### src/rtl/ldtu_encoder_param.sv
// rtl/ldtu_encoder_param.sv - LiTe-DTU stream encoder: baseline/signal/fallback packing into an output FIFO
// Optional LDTU_ENC_STATS_EN adds word_cnt/drop_cnt statistics outputs.
module ldtu_encoder_param #(
  parameter int NB_BAS     = 6,
  parameter int NB_SIG     = 13,
  parameter int FIFO_DEPTH = 8
) (
  input  logic              CLK,
  input  logic              reset,
  input  logic              in_valid,
  input  logic [NB_SIG-1:0] in_data,
  input  logic              in_bas,
  input  logic              orbit,
  input  logic              flush,
  input  logic              fallback,
  output logic [31:0]       out_data,
  output logic              out_valid,
  input  logic              out_ready,
  output logic              overflow
`ifdef LDTU_ENC_STATS_EN
  ,
  output logic [15:0]       word_cnt,
  output logic [15:0]       drop_cnt
`endif
);

  localparam int BPW = 30 / NB_BAS;
  localparam int BW  = (BPW - 1) * NB_BAS;
  localparam int AW  = $clog2(FIFO_DEPTH);
  localparam logic [5:0]    BPW_W = 6'(BPW);
  localparam logic [AW-1:0] P1    = AW'(1);
  localparam logic [31:0]   HDR   = {6'b001011, 13'b1111000001111, 13'b0};

  typedef enum logic [2:0] {S_IDLE, S_BAS, S_SIG, S_FB_ODD, S_FB_EVEN} state_t;

  state_t          state, nx_state;
  logic [5:0]      bas_cnt, nx_cnt;
  logic [BW-1:0]   bas_buf, nx_buf;
  logic [12:0]     sig_hold, nx_sig;
  logic            fb_q;

  logic [31:0]     mem [FIFO_DEPTH];
  logic [AW-1:0]   wr_ptr, rd_ptr;
  logic [AW:0]     count;

  logic [1:0]      n_wr;
  logic [31:0]     w0, w1;
  logic            pop, accept;
  logic [AW+1:0]   free;
  logic [AW:0]     wr_cnt, pop_cnt;

  logic [12:0]       s13;
  logic [NB_BAS-1:0] b6;
  assign s13 = 13'(in_data);
  assign b6  = in_data[NB_BAS-1:0];

  function automatic logic [31:0] part_word(input logic [5:0] k, input logic [BW-1:0] b);
    return {2'b10, k, 24'(b)};
  endfunction

  function automatic logic [31:0] sig_one(input logic [12:0] s);
    return {6'b001011, 13'b0101010101010, s};
  endfunction

  // Decode this cycle's action: close/header words first, then the sample in the (possibly new) state.
  always_comb begin
    state_t st;
    st       = state;
    nx_cnt   = bas_cnt;
    nx_buf   = bas_buf;
    nx_sig   = sig_hold;
    n_wr     = 2'd0;
    w0       = 32'h0;
    w1       = 32'h0;

    if (fallback != fb_q) st = fallback ? S_FB_ODD : S_IDLE;

    if (!fallback && (orbit || flush)) begin
      if (st == S_BAS) begin
        w0   = part_word(bas_cnt, bas_buf);
        n_wr = 2'd1;
      end else if (st == S_SIG) begin
        w0   = sig_one(sig_hold);
        n_wr = 2'd1;
      end
      if (orbit) begin
        if (n_wr == 2'd1) w1 = HDR;
        else              w0 = HDR;
        n_wr = n_wr + 2'd1;
      end
      st = S_IDLE;
    end

    nx_state = st;
    if (in_valid) begin
      case (st)
        S_IDLE: begin
          if (in_bas) begin
            nx_state = S_BAS;
            nx_cnt   = 6'd1;
            nx_buf   = BW'(b6);
          end else begin
            nx_state = S_SIG;
            nx_sig   = s13;
          end
        end
        S_BAS: begin
          if (in_bas) begin
            if (bas_cnt + 6'd1 == BPW_W) begin
              w0       = {2'b01, 30'({b6, bas_buf})};
              n_wr     = 2'd1;
              nx_state = S_IDLE;
            end else begin
              for (int i = 0; i < BPW - 1; i++)
                if (bas_cnt == 6'(i)) nx_buf[i*NB_BAS +: NB_BAS] = b6;
              nx_cnt = bas_cnt + 6'd1;
            end
          end else begin
            w0       = part_word(bas_cnt, bas_buf);
            n_wr     = 2'd1;
            nx_sig   = s13;
            nx_state = S_SIG;
          end
        end
        S_SIG: begin
          if (in_bas) begin
            w0       = sig_one(sig_hold);
            n_wr     = 2'd1;
            nx_cnt   = 6'd1;
            nx_buf   = BW'(b6);
            nx_state = S_BAS;
          end else begin
            w0       = {6'b001010, s13, sig_hold};
            n_wr     = 2'd1;
            nx_state = S_IDLE;
          end
        end
        S_FB_ODD: begin
          nx_sig   = s13;
          nx_state = S_FB_EVEN;
        end
        default: begin
          w0       = {4'b1111, ~^s13, ~^sig_hold, s13, sig_hold};
          n_wr     = 2'd1;
          nx_state = S_FB_ODD;
        end
      endcase
    end
  end

  // Free space counts a pop in the same cycle; a double write needs two free slots or both drop.
  assign out_valid = (count != '0);
  assign out_data  = out_valid ? mem[rd_ptr] : 32'h0;
  assign pop       = out_valid & out_ready;
  assign free      = (AW+2)'(FIFO_DEPTH) - (AW+2)'(count) + (AW+2)'(pop);
  assign accept    = (n_wr != 2'd0) && (free >= (AW+2)'(n_wr));
  assign wr_cnt    = accept ? (AW+1)'(n_wr) : '0;
  assign pop_cnt   = (AW+1)'(pop);

  always_ff @(posedge CLK) begin
    if (accept) begin
      mem[wr_ptr] <= w0;
      if (n_wr == 2'd2) mem[wr_ptr + P1] <= w1;
    end
  end

  always_ff @(posedge CLK) begin
    if (reset) begin
      state    <= S_IDLE;
      bas_cnt  <= '0;
      bas_buf  <= '0;
      sig_hold <= '0;
      fb_q     <= 1'b0;
      wr_ptr   <= '0;
      rd_ptr   <= '0;
      count    <= '0;
      overflow <= 1'b0;
`ifdef LDTU_ENC_STATS_EN
      word_cnt <= '0;
      drop_cnt <= '0;
`endif
    end else begin
      state    <= nx_state;
      bas_cnt  <= nx_cnt;
      bas_buf  <= nx_buf;
      sig_hold <= nx_sig;
      fb_q     <= fallback;
      if (pop) rd_ptr <= rd_ptr + P1;
      if (accept) wr_ptr <= wr_ptr + AW'(n_wr);
      if (n_wr != 2'd0 && !accept) overflow <= 1'b1;
      count <= count + wr_cnt - pop_cnt;
`ifdef LDTU_ENC_STATS_EN
      word_cnt <= word_cnt + 16'(wr_cnt);
      if (n_wr != 2'd0 && !accept)
        drop_cnt <= (drop_cnt > 16'hFFFF - 16'(n_wr)) ? 16'hFFFF : drop_cnt + 16'(n_wr);
`endif
    end
  end

endmodule
### config.mk
export PLATFORM = sky130hd
export DESIGN_NAME = ldtu_encoder_param
export DESIGN_NICKNAME = d
export VERILOG_FILES = /design/src/rtl/ldtu_encoder_param.sv
export SDC_FILE = /design/constraint.sdc
export NUM_CORES = 1
export LEC_CHECK = 0
export ABC_CLOCK_PERIOD_IN_PS = 9700
export CORE_UTILIZATION = 55
export CTS_BUF_LIST = sky130_fd_sc_hd__clkbuf_4 sky130_fd_sc_hd__clkbuf_8
export DETAILED_ROUTE_END_ITERATION = 6
export PLACE_DENSITY = 0.8
export SLEW_MARGIN = 10
export SYNTH_ARGS = -nofsm -noshare
export SYNTH_HDL_FRONTEND = slang
export SYNTH_SLANG_ARGS = --single-unit
### constraint.sdc
create_clock -name CLK -period 9.7 [get_ports CLK]
set_input_delay 0.97 -clock CLK [delete_from_list [all_inputs] [get_ports CLK]]
set_output_delay 0.97 -clock CLK [all_outputs]
set_load 0.01 [all_outputs]
==> results of run 1 <==
## layout make-up
cell class                      instances  area, um^2
Clock buffer                           72         897
Fill cell                            2017        9740
Tap cell                              335         419
Sequential cell                       317        7230
Clock inverter                         17         203
Timing Repair Buffer                   69         653
Multi-Input combinational cell        815        6750
Inverter                               26        97.6
## cell usage after synthesis, types with 6 or more instances
cell / n
nand2_1: 50
a21oi_1: 23
or4_1: 6
mux4_2: 64
nor2b_1: 8
buf_1: 8
buf_2: 40
mux2i_1: 71
and3_1: 9
a22o_1: 32
nand2b_1: 8
edfxtp_1: 88
inv_1: 26
nand3_1: 15
nor2_1: 90
nor3_1: 13
o21ai_1: 6
dfxtp_1: 229
o2bb2ai_1: 138
xnor2_1: 25
a22oi_2: 10
xor2_1: 12
clkbuf_1: 49
ha_1: 19
a221oi_1: 6
nor4_1: 7
o21ai_0: 115
and2_1: 9
## path summary, 6_finish.rpt
check,slack (ns),cells past startpoint,end,start
worst min-delay path,0.46,1,mem[6][3],mem[6][3]
worst max register to register,3.98,13,mem[0][16],bas_cnt[0]
worst max-delay path,3.44,12,mem[0][16],fallback
worst min register to register,0.46,1,mem[6][3],mem[6][3]
## power groups by stage
| stage | Clock [mW] | Sequential [mW] | Combinational [mW] |
|---|---|---|---|
| after detailed placement | 0 | 1.50 | 0.712 |
| after global routing | 1.30 | 1.48 | 0.775 |
| after global placement | 0 | 1.50 | 0.697 |
| final | 1.23 | 1.47 | 0.712 |
| after floorplan | 0 | 1.45 | 0.534 |
| after CTS | 1.24 | 1.47 | 0.716 |
## metrics by stage
step | cell area, um^2 | std cells | util
floorplan | 14500 | 1261 | -
global placement | 15100 | 1562 | 0.583
detailed placement | 15100 | 1562 | 0.583
CTS | 16200 | 1651 | 0.625
global route | 16200 | 1651 | 0.625
finish | 16200 | 1651 | 0.625
## cells by family (layout without fill, tap and decap cells)
kind of cell               count (synthesis)  in the layout
AOI/OAI and AO/OA                        380            380
adders and majority gates                 21             21
muxes                                    136            136
and+or+nand+nor                          241            241
xor gates and xnor gates                  37             37
DFF                                      317            317
buffers and inverters                    129            184
## per-layer routing
layer | part of all wire | vias to the layer above
met1 | 0.41 | 5284
met5 | 0 | -
met4 | 0.030 | 0
met3 | 0.078 | 80
met2 | 0.48 | 505
li1 | - | 4857
## critical path, stage by stage
cell	delay, ns
clkdlybuf4s50_1	0.75
o21bai_2	0.32
nand3_1	0.19
a211oi_2	0.62
nor2_1	0.18
ha_1	0.31
nand2b_1	0.14
a221oi_1	0.64
a2111oi_0	0.28
nand3_1	0.79
and2_1	0.82
inv_1	0.44
## flip-flops by register name, summed over array words and instances, names as in the netlist, 3 cells and up, named ones only
| register | flops |
|---|---|
| sig_hold | 13 |
| count | 4 |
| mem | 256 |
| state | 3 |
| bas_cnt | 6 |
| rd_ptr | 3 |
| bas_buf | 24 |
| wr_ptr | 3 |
==> results.cfg, run 1 <==
[routing]
drtPass1Iterations = 5
post_drt_wl_per_cell_um = 23.0
ant_nets = 0
wl_mm = 38.0
drc = 0
drtIter0Drc = 1188
routed_via_density = 6.50
vias = 10726

[worst_setup_path]
cp_data_arrival_time_ns = 6.47
critPathKind = in2reg
worstPathRequired_ns = 9.92
critPathMaxFanout = 29
startpoint_type = input port
endpoint_kind = flip-flop

[synth]
synth_area_mm2 = 0.0145
synth_top_area_cell = dfxtp_1
synth_warnings = 0
avgSynthCellArea_um2 = 11.5
synth_simple_gate_area_share = 0.0808
synthTopCellsByArea = dfxtp_1 32%, edfxtp_1 18%, mux4_2 9.9%
synth_top_area_frac = 0.315
synth_compound_area_frac = 0.193
seq_area_frac_synth = 0.497
ys_types = 73
syn_inst = 1261
ys_ff_latch = 317
synth_top_family_by_area = compound AO/OA/AOI/OAI gates
synth_nets = 1303
async_flop_share = 0
synth_xor_area_frac = 0.0223
synthMuxAreaShare = 0.149
ys.flop_type = dfxtp_1
synth-edff-count = 88
synth_fa_ha_area_frac = 0.0191

[clock_network]
tritoncts = done
post_cts_resized = 0
cts_setup_buffers = 0
h-tree-depth = 2
cts_root_buffer = clkbuf_8
cts.clk_slew.worst_paths_ns = 0.06
clock_sinks = 317
hold_buffers = 0
clock_latency_ns = 0.57
clk_path_buf_depth = 3
cts-buffers-inserted = 49

[pwr]
p_leak_nw = 5.60
swShare = 0.285
seq_power_share = 0.431
finalPower_mw = 3.41
power_density_mw_per_mm2 = 210
p_clk_frac = 0.360
comb_power_share = 0.209
p_int_mw = 2.44
irDropWorstVdd_mv = 0.132
netSwitchingPower_mw = 0.972

[worst_hold_path]
min_path_type = reg2reg

[sta]
rsz0062_at_grt = no
finalHoldViolCount = 0
setup_viol = 0
fin_crit_sh = 0.645
final_max_slew_viol_count = 0
skew_ns = 0.0129
slew_headroom = 0.206
period_needed_ns = 6.26
worst_pin_slew_ns = 1.19
hold_ws_ns = 0.459
fmax_mhz = 160
setup_tns_ns = 0
setup_ws_ns = 3.44

[grt]
use_met3 = 0.0495
grt_busiest_layer = met2
grt_pass1_wl_mm = 59.1
grt_pass1_vias = 10582
use_met1 = 0.385
grt_util_met2 = 0.460
grt_usage = 0.286
overflow = 0
grt_max_degree = 65
antenna_found_initial = 0

[die]
core_area_mm2 = 0.0260
die_y_um = 165
die_w_um = 165
start_util = 0.560
io_pins = 55
row_count = 59
die-area_mm2 = 0.0271

[status]
run_status = finished clean

[final_layout]
area_delta_synth_final_pct = 11.7
layout_commonest_cell = dfxtp_1
drive_gt1_frac = 0.153
insertedDiodeCount = 0
fin_nets = 1320
final_cell_mix = 226 x dfxtp_1, 138 x o2bb2ai_1, 115 x o21ai_0

[place]
dp_hpwl_mm = 24.8
port_buffers = 54
dp_slack_ns = 3.00
finalWeightedCongestion = 0.913

[run]
cap_violations = 0
Power figures use the tool's default switching activity.
==> inputs of run 2 (changes only) <==
--- a/config.mk
+++ b/config.mk
@@ -5,7 +5,7 @@
 export SDC_FILE = /design/constraint.sdc
 export NUM_CORES = 1
 export LEC_CHECK = 0
-export ABC_CLOCK_PERIOD_IN_PS = 9700
+export ABC_CLOCK_PERIOD_IN_PS = 5850
 export CORE_UTILIZATION = 55
 export CTS_BUF_LIST = sky130_fd_sc_hd__clkbuf_4 sky130_fd_sc_hd__clkbuf_8
 export DETAILED_ROUTE_END_ITERATION = 6
==> constraint.sdc (replaced) <==
create_clock -name CLK -period 5.85 [get_ports CLK]
set_input_delay 0.585 -clock CLK [delete_from_list [all_inputs] [get_ports CLK]]
set_output_delay 0.585 -clock CLK [all_outputs]
set_load 0.01 [all_outputs]
==> results.cfg, run 2 (synthesis gave the netlist of run 1 again) <==
[sta]
setup_tns_ns = 0
fin_crit_sh = 0.841
skew_ns = 0.0315
period_needed_ns = 4.92
rsz0062_at_grt = no
setup_viol = 0
slew_headroom = 0.217
final_max_slew_viol_count = 0
finalHoldViolCount = 0
fmax_mhz = 203
worst_pin_slew_ns = 1.17

[final_layout]
drive_gt1_frac = 0.157
fillers = 2045
post-route-util = 0.625
reg_top3 = mem: 256 flops, bas_buf: 24 flops, sig_hold: 13 flops
insertedDiodeCount = 0
regMostFlops = mem
largest_reg_flops = 256
layout_commonest_cell = dfxtp_1
final_cell_mix = 226 x dfxtp_1, 138 x o2bb2ai_1, 115 x o21ai_0
final_cells = 1663
fin_area_mm2 = 0.0162
area_delta_synth_final_pct = 11.7
fin_nets = 1339

[clock_network]
hold_buffers = 0
cts.clk_slew.worst_paths_ns = 0.06
post_cts_resized = 0
cts_root_buffer = clkbuf_8
cts-buffers-inserted = 48
clk_path_buf_depth = 3
tritoncts = done
clock_latency_ns = 0.59
h-tree-depth = 2
clock_sinks = 317
cts_setup_buffers = 0

[die]
die-area_mm2 = 0.0271
row_count = 59
die_y_um = 165
start_util = 0.560
io_pins = 55
die_w_um = 165
core_area_mm2 = 0.0260

[pwr]
netSwitchingPower_mw = 1.60
seq_power_share = 0.457
irDropWorstVdd_mv = 0.212
comb_power_share = 0.211
p_clk_frac = 0.333
power_density_mw_per_mm2 = 335
p_int_mw = 3.83
swShare = 0.295
p_leak_nw = 5.61

[worst_hold_path]
min_path_type = reg2reg
holdPathStages = 1
holdPathEnd = mem[3][10]
holdCritStartpoint = mem[3][10]

[routing]
vias = 10933
drc = 0
wl_mm = 38.8
ant_nets = 0
routed_via_density = 6.57
post_drt_wl_per_cell_um = 23.3
drtPass1Iterations = 5
drtIter0Drc = 1073

[grt]
grt_pass1_vias = 10788
grt_max_degree = 53
overflow = 0
antenna_found_initial = 0
grt_busiest_layer = met2
grt_usage = 0.293
use_met3 = 0.0404
use_met1 = 0.404
grt_util_met2 = 0.471
grt_pass1_wl_mm = 60.6

[place]
port_buffers = 54
finalWeightedCongestion = 0.894
dp_hpwl_mm = 24.5
placed_cell_area_mm2 = 0.0153
dpl.cell_count = 1581

[status]
run_status = finished clean

[run]
cap_violations = 0

[worst_setup_path]
endpoint_kind = flip-flop
worstPathRequired_ns = 6.29
worst_r2r_path_depth = 18
critPathKind = in2reg
r2r_slack_ns = 1.02
startpoint_type = input port
critPathMaxFanout = 14
r2r-start = bas_cnt[0]
reg2reg_to = count[2]
cp_data_arrival_time_ns = 5.36
==> run 2: power groups by stage <==
stage / clock network (mW) / logic [mW] / registers (mW)
4_1_cts: 1.82 / 1.15 / 2.49
6_report: 1.81 / 1.14 / 2.48
5_1_grt: 1.92 / 1.24 / 2.51
3_3_place_gp: 0 / 1.12 / 2.53
2_1_floorplan: 0 / 0.885 / 2.40
3_5_place_dp: 0 / 1.15 / 2.53
==> run 2: final cells by class <==
type / count / area [um^2] / share of cell area
multi-input cells: 815 / 6750 / 0.415
clock inverters: 12 / 86.3 / 0.00531
well taps: 335 / 419 / 0.0258
inverters: 26 / 97.6 / 0.00601
clock buffers: 69 / 862 / 0.0531
flip-flops and latches: 317 / 7230 / 0.445
repair buffers: 89 / 801 / 0.0493
==> run 2: metrics by stage <==
| stage | power (mW) | hold slack (ns) | setup slack, ns |
|---|---|---|---|
| 4_1_cts | 5.46 | 0.460 | 0.991 |
| 5_1_grt | 5.67 | 0.471 | 0.555 |
| 3_3_place_gp | 3.65 | 0.438 | 0.659 |
| 6_report | 5.43 | 0.460 | 0.931 |
| 2_1_floorplan | 3.28 | 0.427 | 1.77 |
| 3_5_place_dp | 3.68 | 0.441 | 0.390 |
==> run 2: metal layers <==
metal | vias to the layer above | share of wire
met3 | 103 | 0.085
met5 | - | 0
li1 | 4882 | -
met4 | 0 | 0.031
met1 | 5381 | 0.41
met2 | 567 | 0.48
==> run 2: worst max-delay path, stage by stage <==
cell,delay [ns]
clkdlybuf4s50_1,0.76
o21bai_2,0.32
nand3_1,0.18
a211oi_2,0.55
nor2_1,0.18
ha_1,0.32
nand2b_1,0.15
a221oi_1,0.59
nand2_1,0.39
nand2_1,0.17
ha_1,0.25
inv_1,0.06
ha_1,0.17
inv_1,0.06
fa_1,0.43
xor2_1,0.14
nor2_1,0.05
==> run 2: worst max-delay path by stage <==
stage                     startpoint        to  slack, ns
after global placement      fallback  count[2]       0.66
final                       fallback  count[2]       0.93
after detailed placement    fallback  count[2]       0.39
after global routing        fallback  count[2]       0.55
after CTS                   fallback  count[2]       0.99
after floorplan             fallback  count[2]       1.77
